### src/rtl/matrix_mul_stream.sv
`default_nettype none
// ============================================================================
// Module   : matrix_mul_stream
// Purpose  : Streaming C = A x B multiplier (ROWS x INNER times INNER x COLS)
//            with LANES parallel MAC lanes. Operands stream in over in_*
//            (A row-major, then B row-major) and results stream out row-major
//            over out_*.
// Options  : MATMUL_SAT_EN - clamp every accumulate step instead of wrapping.
// Revision : 1.0 - initial release
// ============================================================================
module matrix_mul_stream #(
  parameter int DATA_WIDTH = 16,
  parameter int ROWS       = 4,
  parameter int INNER      = 8,
  parameter int COLS       = 4,
  parameter int LANES      = 2,
  parameter int ACC_WIDTH  = 2 * DATA_WIDTH + $clog2(INNER),
  parameter int SIGNED     = 1
) (
  input  logic                  clock,
  input  logic                  reset,
  input  logic                  start,
  output logic                  busy,
  output logic                  done,
  input  logic                  in_valid,
  output logic                  in_ready,
  input  logic [DATA_WIDTH-1:0] in_data,
  output logic                  out_valid,
  input  logic                  out_ready,
  output logic [ACC_WIDTH-1:0]  out_data,
  output logic                  out_last
);

  localparam int GROUPS = COLS / LANES;
  localparam int A_N    = ROWS * INNER;
  localparam int B_N    = INNER * COLS;
  localparam int A_AW   = (A_N > 1) ? $clog2(A_N) : 1;
  localparam int B_AW   = (B_N > 1) ? $clog2(B_N) : 1;
  localparam int CNT_W  = $clog2(((A_N > B_N) ? A_N : B_N) + 1);
  localparam int ROW_W  = (ROWS > 1) ? $clog2(ROWS) : 1;
  localparam int K_W    = (INNER > 1) ? $clog2(INNER) : 1;
  localparam int GRP_W  = (GROUPS > 1) ? $clog2(GROUPS) : 1;
  localparam int LANE_W = (LANES > 1) ? $clog2(LANES) : 1;
  localparam int PROD_W = 2 * DATA_WIDTH;
  localparam int EXT_W  = (ACC_WIDTH > PROD_W) ? ACC_WIDTH : PROD_W;

  localparam logic [2:0] ST_IDLE   = 3'd0;
  localparam logic [2:0] ST_LOAD_A = 3'd1;
  localparam logic [2:0] ST_LOAD_B = 3'd2;
  localparam logic [2:0] ST_MAC    = 3'd3;
  localparam logic [2:0] ST_DRAIN  = 3'd4;
  localparam logic [2:0] ST_FINISH = 3'd5;

  // Column groups must tile COLS exactly; refuse to build otherwise.
  if ((COLS % LANES) != 0) begin : g_cols_check
    $error("matrix_mul_stream: COLS must be a multiple of LANES");
  end

  logic [2:0]            state_q, state_d;
  logic [CNT_W-1:0]      cnt_q, cnt_d;
  logic [ROW_W-1:0]      row_q, row_d;
  logic [GRP_W-1:0]      grp_q, grp_d;
  logic [K_W-1:0]        k_q, k_d;
  logic [LANE_W-1:0]     lane_q, lane_d;
  logic [ACC_WIDTH-1:0]  acc_q [LANES];
  logic [ACC_WIDTH-1:0]  acc_d [LANES];
  logic [ACC_WIDTH-1:0]  lane_sum [LANES];

  logic [DATA_WIDTH-1:0] a_mem_q [A_N];
  logic [DATA_WIDTH-1:0] b_mem_q [B_N];
  logic                  a_we, b_we;

  logic [DATA_WIDTH-1:0] a_op, b_op;
  logic [PROD_W-1:0]     prod;
  logic [ACC_WIDTH-1:0]  prod_ext;

  logic last_row, last_grp, last_lane;
  assign last_row  = (row_q  == ROW_W'(ROWS - 1));
  assign last_grp  = (grp_q  == GRP_W'(GROUPS - 1));
  assign last_lane = (lane_q == LANE_W'(LANES - 1));

`ifdef MATMUL_SAT_EN
  localparam logic [ACC_WIDTH-1:0] ACC_MAX_S = {1'b0, {(ACC_WIDTH-1){1'b1}}};
  localparam logic [ACC_WIDTH-1:0] ACC_MIN_S = {1'b1, {(ACC_WIDTH-1){1'b0}}};
  logic [ACC_WIDTH:0] wide;
`endif

  // Per-lane product of A[row][k] and B[k][group column], extended and added to the lane accumulator.
  always_comb begin
    a_op     = a_mem_q[A_AW'(int'(row_q) * INNER + int'(k_q))];
    b_op     = '0;
    prod     = '0;
    prod_ext = '0;
`ifdef MATMUL_SAT_EN
    wide     = '0;
`endif
    for (int l = 0; l < LANES; l++) begin
      b_op = b_mem_q[B_AW'(int'(k_q) * COLS + int'(grp_q) * LANES + l)];
      if (SIGNED != 0) begin
        prod     = PROD_W'(PROD_W'($signed(a_op)) * PROD_W'($signed(b_op)));
        prod_ext = ACC_WIDTH'(EXT_W'($signed(prod)));
      end else begin
        prod     = PROD_W'(a_op) * PROD_W'(b_op);
        prod_ext = ACC_WIDTH'(EXT_W'(prod));
      end
`ifdef MATMUL_SAT_EN
      // One extra bit exposes overflow; clamp to the representable range.
      if (SIGNED != 0) begin
        wide = {acc_q[l][ACC_WIDTH-1], acc_q[l]} + {prod_ext[ACC_WIDTH-1], prod_ext};
        if (wide[ACC_WIDTH] != wide[ACC_WIDTH-1]) begin
          lane_sum[l] = wide[ACC_WIDTH] ? ACC_MIN_S : ACC_MAX_S;
        end else begin
          lane_sum[l] = wide[ACC_WIDTH-1:0];
        end
      end else begin
        wide        = {1'b0, acc_q[l]} + {1'b0, prod_ext};
        lane_sum[l] = wide[ACC_WIDTH] ? '1 : wide[ACC_WIDTH-1:0];
      end
`else
      lane_sum[l] = acc_q[l] + prod_ext;
`endif
    end
  end

  // Job sequencing: load counters, MAC indices, drain lane pointer and accumulator updates.
  always_comb begin
    state_d = state_q;
    cnt_d   = cnt_q;
    row_d   = row_q;
    grp_d   = grp_q;
    k_d     = k_q;
    lane_d  = lane_q;
    a_we    = 1'b0;
    b_we    = 1'b0;
    for (int l = 0; l < LANES; l++) acc_d[l] = acc_q[l];
    case (state_q)
      ST_IDLE: begin
        if (start) begin
          state_d = ST_LOAD_A;
          cnt_d   = '0;
        end
      end
      ST_LOAD_A: begin
        if (in_valid) begin
          a_we = 1'b1;
          if (cnt_q == CNT_W'(A_N - 1)) begin
            cnt_d   = '0;
            state_d = ST_LOAD_B;
          end else begin
            cnt_d = cnt_q + 1'b1;
          end
        end
      end
      ST_LOAD_B: begin
        if (in_valid) begin
          b_we = 1'b1;
          if (cnt_q == CNT_W'(B_N - 1)) begin
            cnt_d   = '0;
            state_d = ST_MAC;
            row_d   = '0;
            grp_d   = '0;
            k_d     = '0;
            lane_d  = '0;
            for (int l = 0; l < LANES; l++) acc_d[l] = '0;
          end else begin
            cnt_d = cnt_q + 1'b1;
          end
        end
      end
      ST_MAC: begin
        for (int l = 0; l < LANES; l++) acc_d[l] = lane_sum[l];
        if (k_q == K_W'(INNER - 1)) begin
          k_d     = '0;
          lane_d  = '0;
          state_d = ST_DRAIN;
        end else begin
          k_d = k_q + 1'b1;
        end
      end
      ST_DRAIN: begin
        if (out_ready) begin
          if (last_lane) begin
            lane_d = '0;
            if (last_row && last_grp) begin
              state_d = ST_FINISH;
            end else begin
              state_d = ST_MAC;
              for (int l = 0; l < LANES; l++) acc_d[l] = '0;
              if (last_grp) begin
                grp_d = '0;
                row_d = row_q + 1'b1;
              end else begin
                grp_d = grp_q + 1'b1;
              end
            end
          end else begin
            lane_d = lane_q + 1'b1;
          end
        end
      end
      ST_FINISH: begin
        state_d = ST_IDLE;
      end
      default: begin
        state_d = ST_IDLE;
      end
    endcase
  end

  // Control and accumulator registers; reset returns everything to idle at once.
  always_ff @(posedge clock or negedge reset) begin
    if (!reset) begin
      state_q <= ST_IDLE;
      cnt_q   <= '0;
      row_q   <= '0;
      grp_q   <= '0;
      k_q     <= '0;
      lane_q  <= '0;
      for (int l = 0; l < LANES; l++) acc_q[l] <= '0;
    end else begin
      state_q <= state_d;
      cnt_q   <= cnt_d;
      row_q   <= row_d;
      grp_q   <= grp_d;
      k_q     <= k_d;
      lane_q  <= lane_d;
      for (int l = 0; l < LANES; l++) acc_q[l] <= acc_d[l];
    end
  end

  // Operand storage; contents survive reset and are overwritten by the next load.
  always_ff @(posedge clock) begin
    if (a_we) a_mem_q[A_AW'(cnt_q)] <= in_data;
    if (b_we) b_mem_q[B_AW'(cnt_q)] <= in_data;
  end

  assign busy      = (state_q == ST_LOAD_A) || (state_q == ST_LOAD_B) ||
                     (state_q == ST_MAC)    || (state_q == ST_DRAIN);
  assign done      = (state_q == ST_FINISH);
  assign in_ready  = (state_q == ST_LOAD_A) || (state_q == ST_LOAD_B);
  assign out_valid = (state_q == ST_DRAIN);
  assign out_data  = out_valid ? acc_q[lane_q] : '0;
  assign out_last  = out_valid && last_row && last_grp && last_lane;

endmodule
`default_nettype wire
### config.mk
export PLATFORM = sky130hd
export DESIGN_NAME = matrix_mul_stream
export DESIGN_NICKNAME = d
export VERILOG_FILES = /design/src/rtl/matrix_mul_stream.sv
export SDC_FILE = /design/constraint.sdc
export NUM_CORES = 2
export LEC_CHECK = 0
export ABC_AREA = 0
export BUFFER_PORTS_ARGS = -buffer_cell sky130_fd_sc_hd__buf_2
export CORE_UTILIZATION = 28
export DETAILED_ROUTE_END_ITERATION = 8
export SYNTH_ARGS = -nofsm -noshare
export SYNTH_HDL_FRONTEND = slang
export SYNTH_SLANG_ARGS = --single-unit
### constraint.sdc
create_clock -name clock -period 14.1 [get_ports clock]
set_input_delay 2.82 -clock clock [delete_from_list [all_inputs] [get_ports clock]]
set_output_delay 2.82 -clock clock [all_outputs]
set_load 0.01 [all_outputs]
=== Yosys cells after proc, flatten, opt, wreduce, memory -nomap -nowiden ===
Memories as Yosys holds them, arrays and structs flattened.
Cells that the tools add are included.

* Bits in registers: 86
* Bits in writable memories: 1,024
* Bits of input ports: 21
* Word-level logic and storage cells: 116
* Memories: 2

* $add $sub $neg: 10
* $mul: 2
* Order comparisons: 1
* Equal/unequal tests: 19
* Multiplexer cells: 53
* Bitwise gates (word level): 1
* Reductions and logical operators: 20

{| class="wikitable"
|+ Memory list
! name !! depth !! bits a word !! read ports !! clocked after memory_dff !! write ports !! line !! text
|-
| a_mem_q || 32 || 16 || 1 || 0 || 1 || 69 || <nowiki>logic [DATA_WIDTH-1:0] a_mem_q [A_N];</nowiki>
|-
| b_mem_q || 32 || 16 || 2 || 0 || 1 || 70 || <nowiki>logic [DATA_WIDTH-1:0] b_mem_q [B_N];</nowiki>
|}

{| class="wikitable"
|+ Operators by type and width
! operator !! number
|-
| 70-bit two-way mux || 5
|-
| 70-bit one-hot mux with 3 select lines || 1
|-
| 35-bit two-way mux || 4
|-
| 35-bit adder || 2
|-
| 16-bit by 16-bit multiplier with 32-bit output || 2
|-
| 3-bit two-way mux || 12
|-
| 6-bit two-way mux || 3
|-
| 1-bit two-way mux || 16
|-
| 3-bit one-hot mux with 5 select lines || 1
|-
| 2-bit inequality test (second input constant) || 7
|-
| 2-bit two-way mux || 6
|-
| 6-bit one-hot mux with 2 select lines || 1
|-
| 6-bit AND reduction || 2
|-
| 3-bit == test (second input constant) || 3
|-
| 2-bit by 1-bit inequality test with 1-bit output (second input constant) || 4
|-
| 8-bit AND reduction || 1
|-
| 7-bit AND reduction || 1
|-
| 6-bit by 1-bit adder with 6-bit output (second input constant) || 1
|-
| 3-bit by 2-bit == test with 1-bit output (second input constant) || 2
|-
| 6-bit by 5-bit == test with 1-bit output (second input constant) || 1
|-
| 3-bit one-hot mux with 2 select lines || 1
|-
| 3-bit AND reduction || 2
|-
| 2-bit nonzero test || 3
|-
| 5-bit by 1-bit adder with 5-bit output (second input constant) || 1
|-
| other kinds (18) || 24
|}

=== Logic depth before layout (Yosys ltp) ===
* Depth in word-level cells: 6
* Mapped depth: 46
* Depth with buffers taken out: 38

=== Least setup slack after synthesis ===
Ideal clock, no wire load.

* Path type: register to register
* Start: register k_q[0]
* End: register acc_q[34] (netlist name)
* Library setup time: 0.076 ns
* Data arrival time: 9.893 ns
* Data required time: 14.024 ns
* Path slack: 4.131 ns
* Cell stages (with the launch flop): 40
* Buffers on the path: 7
* Path through: dfrtp_1 buf_2 buf_6 buf_2 buf_2 buf_2 buf_2 mux4_2 mux2_2 o21ai_1 buf_2 a21oi_1 fa_1 inv_1 fa_1 fa_1 inv_1 fa_1 [4 not listed] ha_1 a211o_1 a21oi_1 or3b_2 and2_1 a31oi_1 xnor2_1 ha_1 nand4_1 or4_1 a211oi_1 o311ai_1 a21oi_1 a21oi_1 o21ai_1 xnor2_1 or3_1 o21ai_1

* Longest elaborated chain between the ends: 6

{| class="wikitable"
|+ RTL lines
! item !! line !! text
|-
| start, declared || 63 || <nowiki>logic [K_W-1:0] k_q, k_d;</nowiki>
|-
| start signal, assigned || 225 || <nowiki>k_q <= k_d;</nowiki>
|-
| 5-bit by 2-bit adder with 5-bit output || 98 || <nowiki>b_op = b_mem_q[B_AW'(int'(k_q) * COLS + int'(grp_q) * LANES + l)];</nowiki>
|-
| 5-bit by 1-bit adder with 5-bit output || 98 ||
|-
| memory 32 x 16 bit || -- ||
|-
| 16-bit by 16-bit multiplier with 32-bit output * || 100 || <nowiki>prod = PROD_W'(PROD_W'($signed(a_op)) * PROD_W'($signed(b_op)));</nowiki>
|-
| 35-bit adder * || 120 || <nowiki>lane_sum[l] = acc_q[l] + prod_ext;</nowiki>
|-
| 70-bit one-hot mux with 3 select lines * || 136 || <nowiki>case (state_q)</nowiki>
|-
| end, declared || 65 || <nowiki>logic [ACC_WIDTH-1:0] acc_q [LANES];</nowiki>
|}

Every way passes the cells marked *; elsewhere a longest branch is shown, timed or not.
A chain may end at the register's enable or synchronous reset.

=== Worst setup path after layout ===
Same ends and word-level chain as after synthesis.

==> out/results.txt <==
hold path depth: 2
crit path max-delay cell type: dfrtp_4
H-tree levels: 3
Post-CTS Setup Inserts: 0
cts repair resizes: 0
max-slew violation count: 0
Layout area overhead: 12.27%
EDFF count, synth: 1,024
Net Count, Synth: 5,412
antenna violations before repair: 10
CP Data Arrival Time: 12,770 ps
count of different cell masters after synthesis: 76
routed len/inst: 21.38 µm
vias in the first global route: 39,515
drt pass-1 iters: 8
critical path type: register to register
Cells after DPL: 7,737
Final period util: 85.61%
FP Rows: 177
CTS Hold Bufs: 0
Core ar.: 232,800 µm²
CTS sink cnt: 1,110
Crit. End Element: register
die width: 486.3 µm
Syn Std Cell Area: 65,660 µm²
NumNets Final: 5,509
Startpoint Class: register
Hold Crit Class: register to register
Seq/Total Area, Yosys: 50.11%
commonest non-fill, non-tap cell in the layout: edfxtp_1
FF-to-FF Start: k_q[0]
Yosys Warn Count: 0
Via-to-Cell Ratio: 4.717
grt ovf: 0
io pins: 61
Final min period: 12,070 ps
port bufs: 60
WP data required: 14,800 ps
Hold Crit Endpoint: acc_q[42]
Final Non-Filler Cells: 7,944
Worst-Skew Late Latency: 780 ps
DPL Wire Length: 115,500 µm
largest net degree at the start of global routing: 117
TNS Setup: 0 ps
cell repeated most along the worst path: fa_1
FF-to-FF setup slack: 2030 ps
asr flop ratio synth: 7.748%
GRT Overall Usage: 14.36%
max incr delay on CP: 1130 ps
Die Area: 236,400 µm²
slew at the pin with the worst max-slew slack: 1336 ps
Max-Cap Viols: 0
Cells after Synth: 4,622
share of layout cells above drive strength 1: 15.18%
Worst Path Max Fanout: 52
Clk pin slew, worst setup/hold paths: 60 ps
routed wire length: 169,800 µm
via count: 37,471
Achievable Freq: 82.85 MHz
Initial Util: 28.21%
hold path start: acc_q[42]
CTS buffer count: 112
Final Setup Violations: 0
Seq cells post-synth: 1,110
CTS tree: built
Primary FF master, synth: edfxtp_1
mean post-synth cell area: 14.21 µm²
status: completed
DR iter-0 viols: 3,294
CTS Root Buffer Type: clkbuf_16
Post-DRT Antenna Nets: 0
Fin Clk Skew: 64.63 ps
max-slew headroom at the worst pin: 10.91%
Final Hold Vio Count: 0
first-pass GRT wire length: 255,200 µm
drt drc: 0
gp weighted congestion: 0.9108
most frequent cells in the layout: edfxtp_1 (1,024), inv_1 (644), fa_1 (526)
Max Root-Sink Buffers: 3
R2R cell count: 33
Die Ht: 486.3 µm
FF-to-FF End: acc_q[34]
RSZ-0062 raised after global routing: no
final cells by class:
type / instances / area [µm²]
Fill cell: 22745 / 159000
Antenna cell: 2 / 5.005
Inverter: 645 / 2421
Sequential cell: 1110 / 32920
Timing Repair Buffer: 181 / 1274
Clock inverter: 74 / 689.4
Clock buffer: 131 / 2935
Multi-Input combinational cell: 2669 / 29550
Tap cell: 3132 / 3919
worst max-delay path by stage:
stage,to,cells after the start,slack [ps],from
after floorplan,acc_q[34],39,4130,k_q[0]
after global placement,acc_q[34],33,2230,k_q[0]
after detailed placement,acc_q[34],33,1990,k_q[0]
after CTS,acc_q[34],33,2040,k_q[0]
after global routing,acc_q[34],33,1300,k_q[0]
final,acc_q[34],33,2030,k_q[0]
layer usage:
metal  GRT usage, %  share of wire [%]  routed length (µm)  vias up
met5              0              0.041                  69        -
met4          3.988                2.5                4293       10
met3          2.488                6.5               11030      249
met2          23.43                 47               79840     1189
met1          19.58                 44               74610    19654
li1               -                  -                   -    16369
flip-flops by register name (all words and copies together) (netlist names):
register and cells:
a_mem_q 512, row_q 2, state_q 3, cnt_q 6, lane_q 1, b_mem_q 512, grp_q 1, k_q 3
acc_q 70
Yosys cell counts, types with 8 or more instances:
cell	n	share of area, %
a22o_1	8	0.11
buf_2	92	0.70
mux2_2	15	0.26
mux4_2	306	10
a21oi_1	191	1.5
o21bai_1	19	0.22
dfrtp_1	86	3.3
and2_1	20	0.19
nor2_1	267	1.5
nor3_1	15	0.11
clkbuf_1	88	0.50
a21o_1	57	0.65
o21ai_1	20	0.15
and3_1	14	0.13
nand2_1	376	2.1
mux2i_1	55	0.84
inv_1	644	3.7
xor2_1	43	0.57
fa_1	526	16
edfxtp_1	1024	47
nand2b_1	59	0.56
a211oi_1	12	0.14
o21a_1	15	0.17
a221o_1	9	0.14
o21ai_0	109	0.83
o31ai_1	9	0.10
a211o_1	8	0.11
nor2b_1	79	0.75
nand3_1	16	0.12
ha_1	243	4.6
buf_1	9	0.051
xnor2_1	93	1.2
metrics by stage:
stage	setup slack, ps	hold WS, ps	util, %	cell area (µm²)
CTS	2043	510.2	31.67	73710
floorplan	4131	448.2	-	65660
global placement	2226	462.0	30.11	70090
global route	1300	515.3	31.67	73710
detailed placement	1994	490.9	30.11	70090
finish	2030	517.8	31.67	73720
cell families after synthesis:
logic type                 share of synthesized area, %
and+or+nand+nor                                   5.995
buffers and inverters                             5.069
xor gates and xnor gates                          1.839
AOI/OAI and AO/OA                                 4.711
DFF                                               50.11
adders and majority gates                         20.67
muxes                                             11.61
critical path, delay by kind of cell, from the launching register on:
family,cells,cell delay [ps]
AO/OA/AOI/OAI,9,2140
XOR/XNOR,2,260
adder cells (fa/ha/maj),8,3730
buffers and inverters,4,460
flip-flops,1,1130
multiplexers,2,1080
AND/OR/NAND/NOR,8,3100
Power is not shown: default switching activity piles up to over one toggle a cycle in this logic, so the estimate is an artifact.
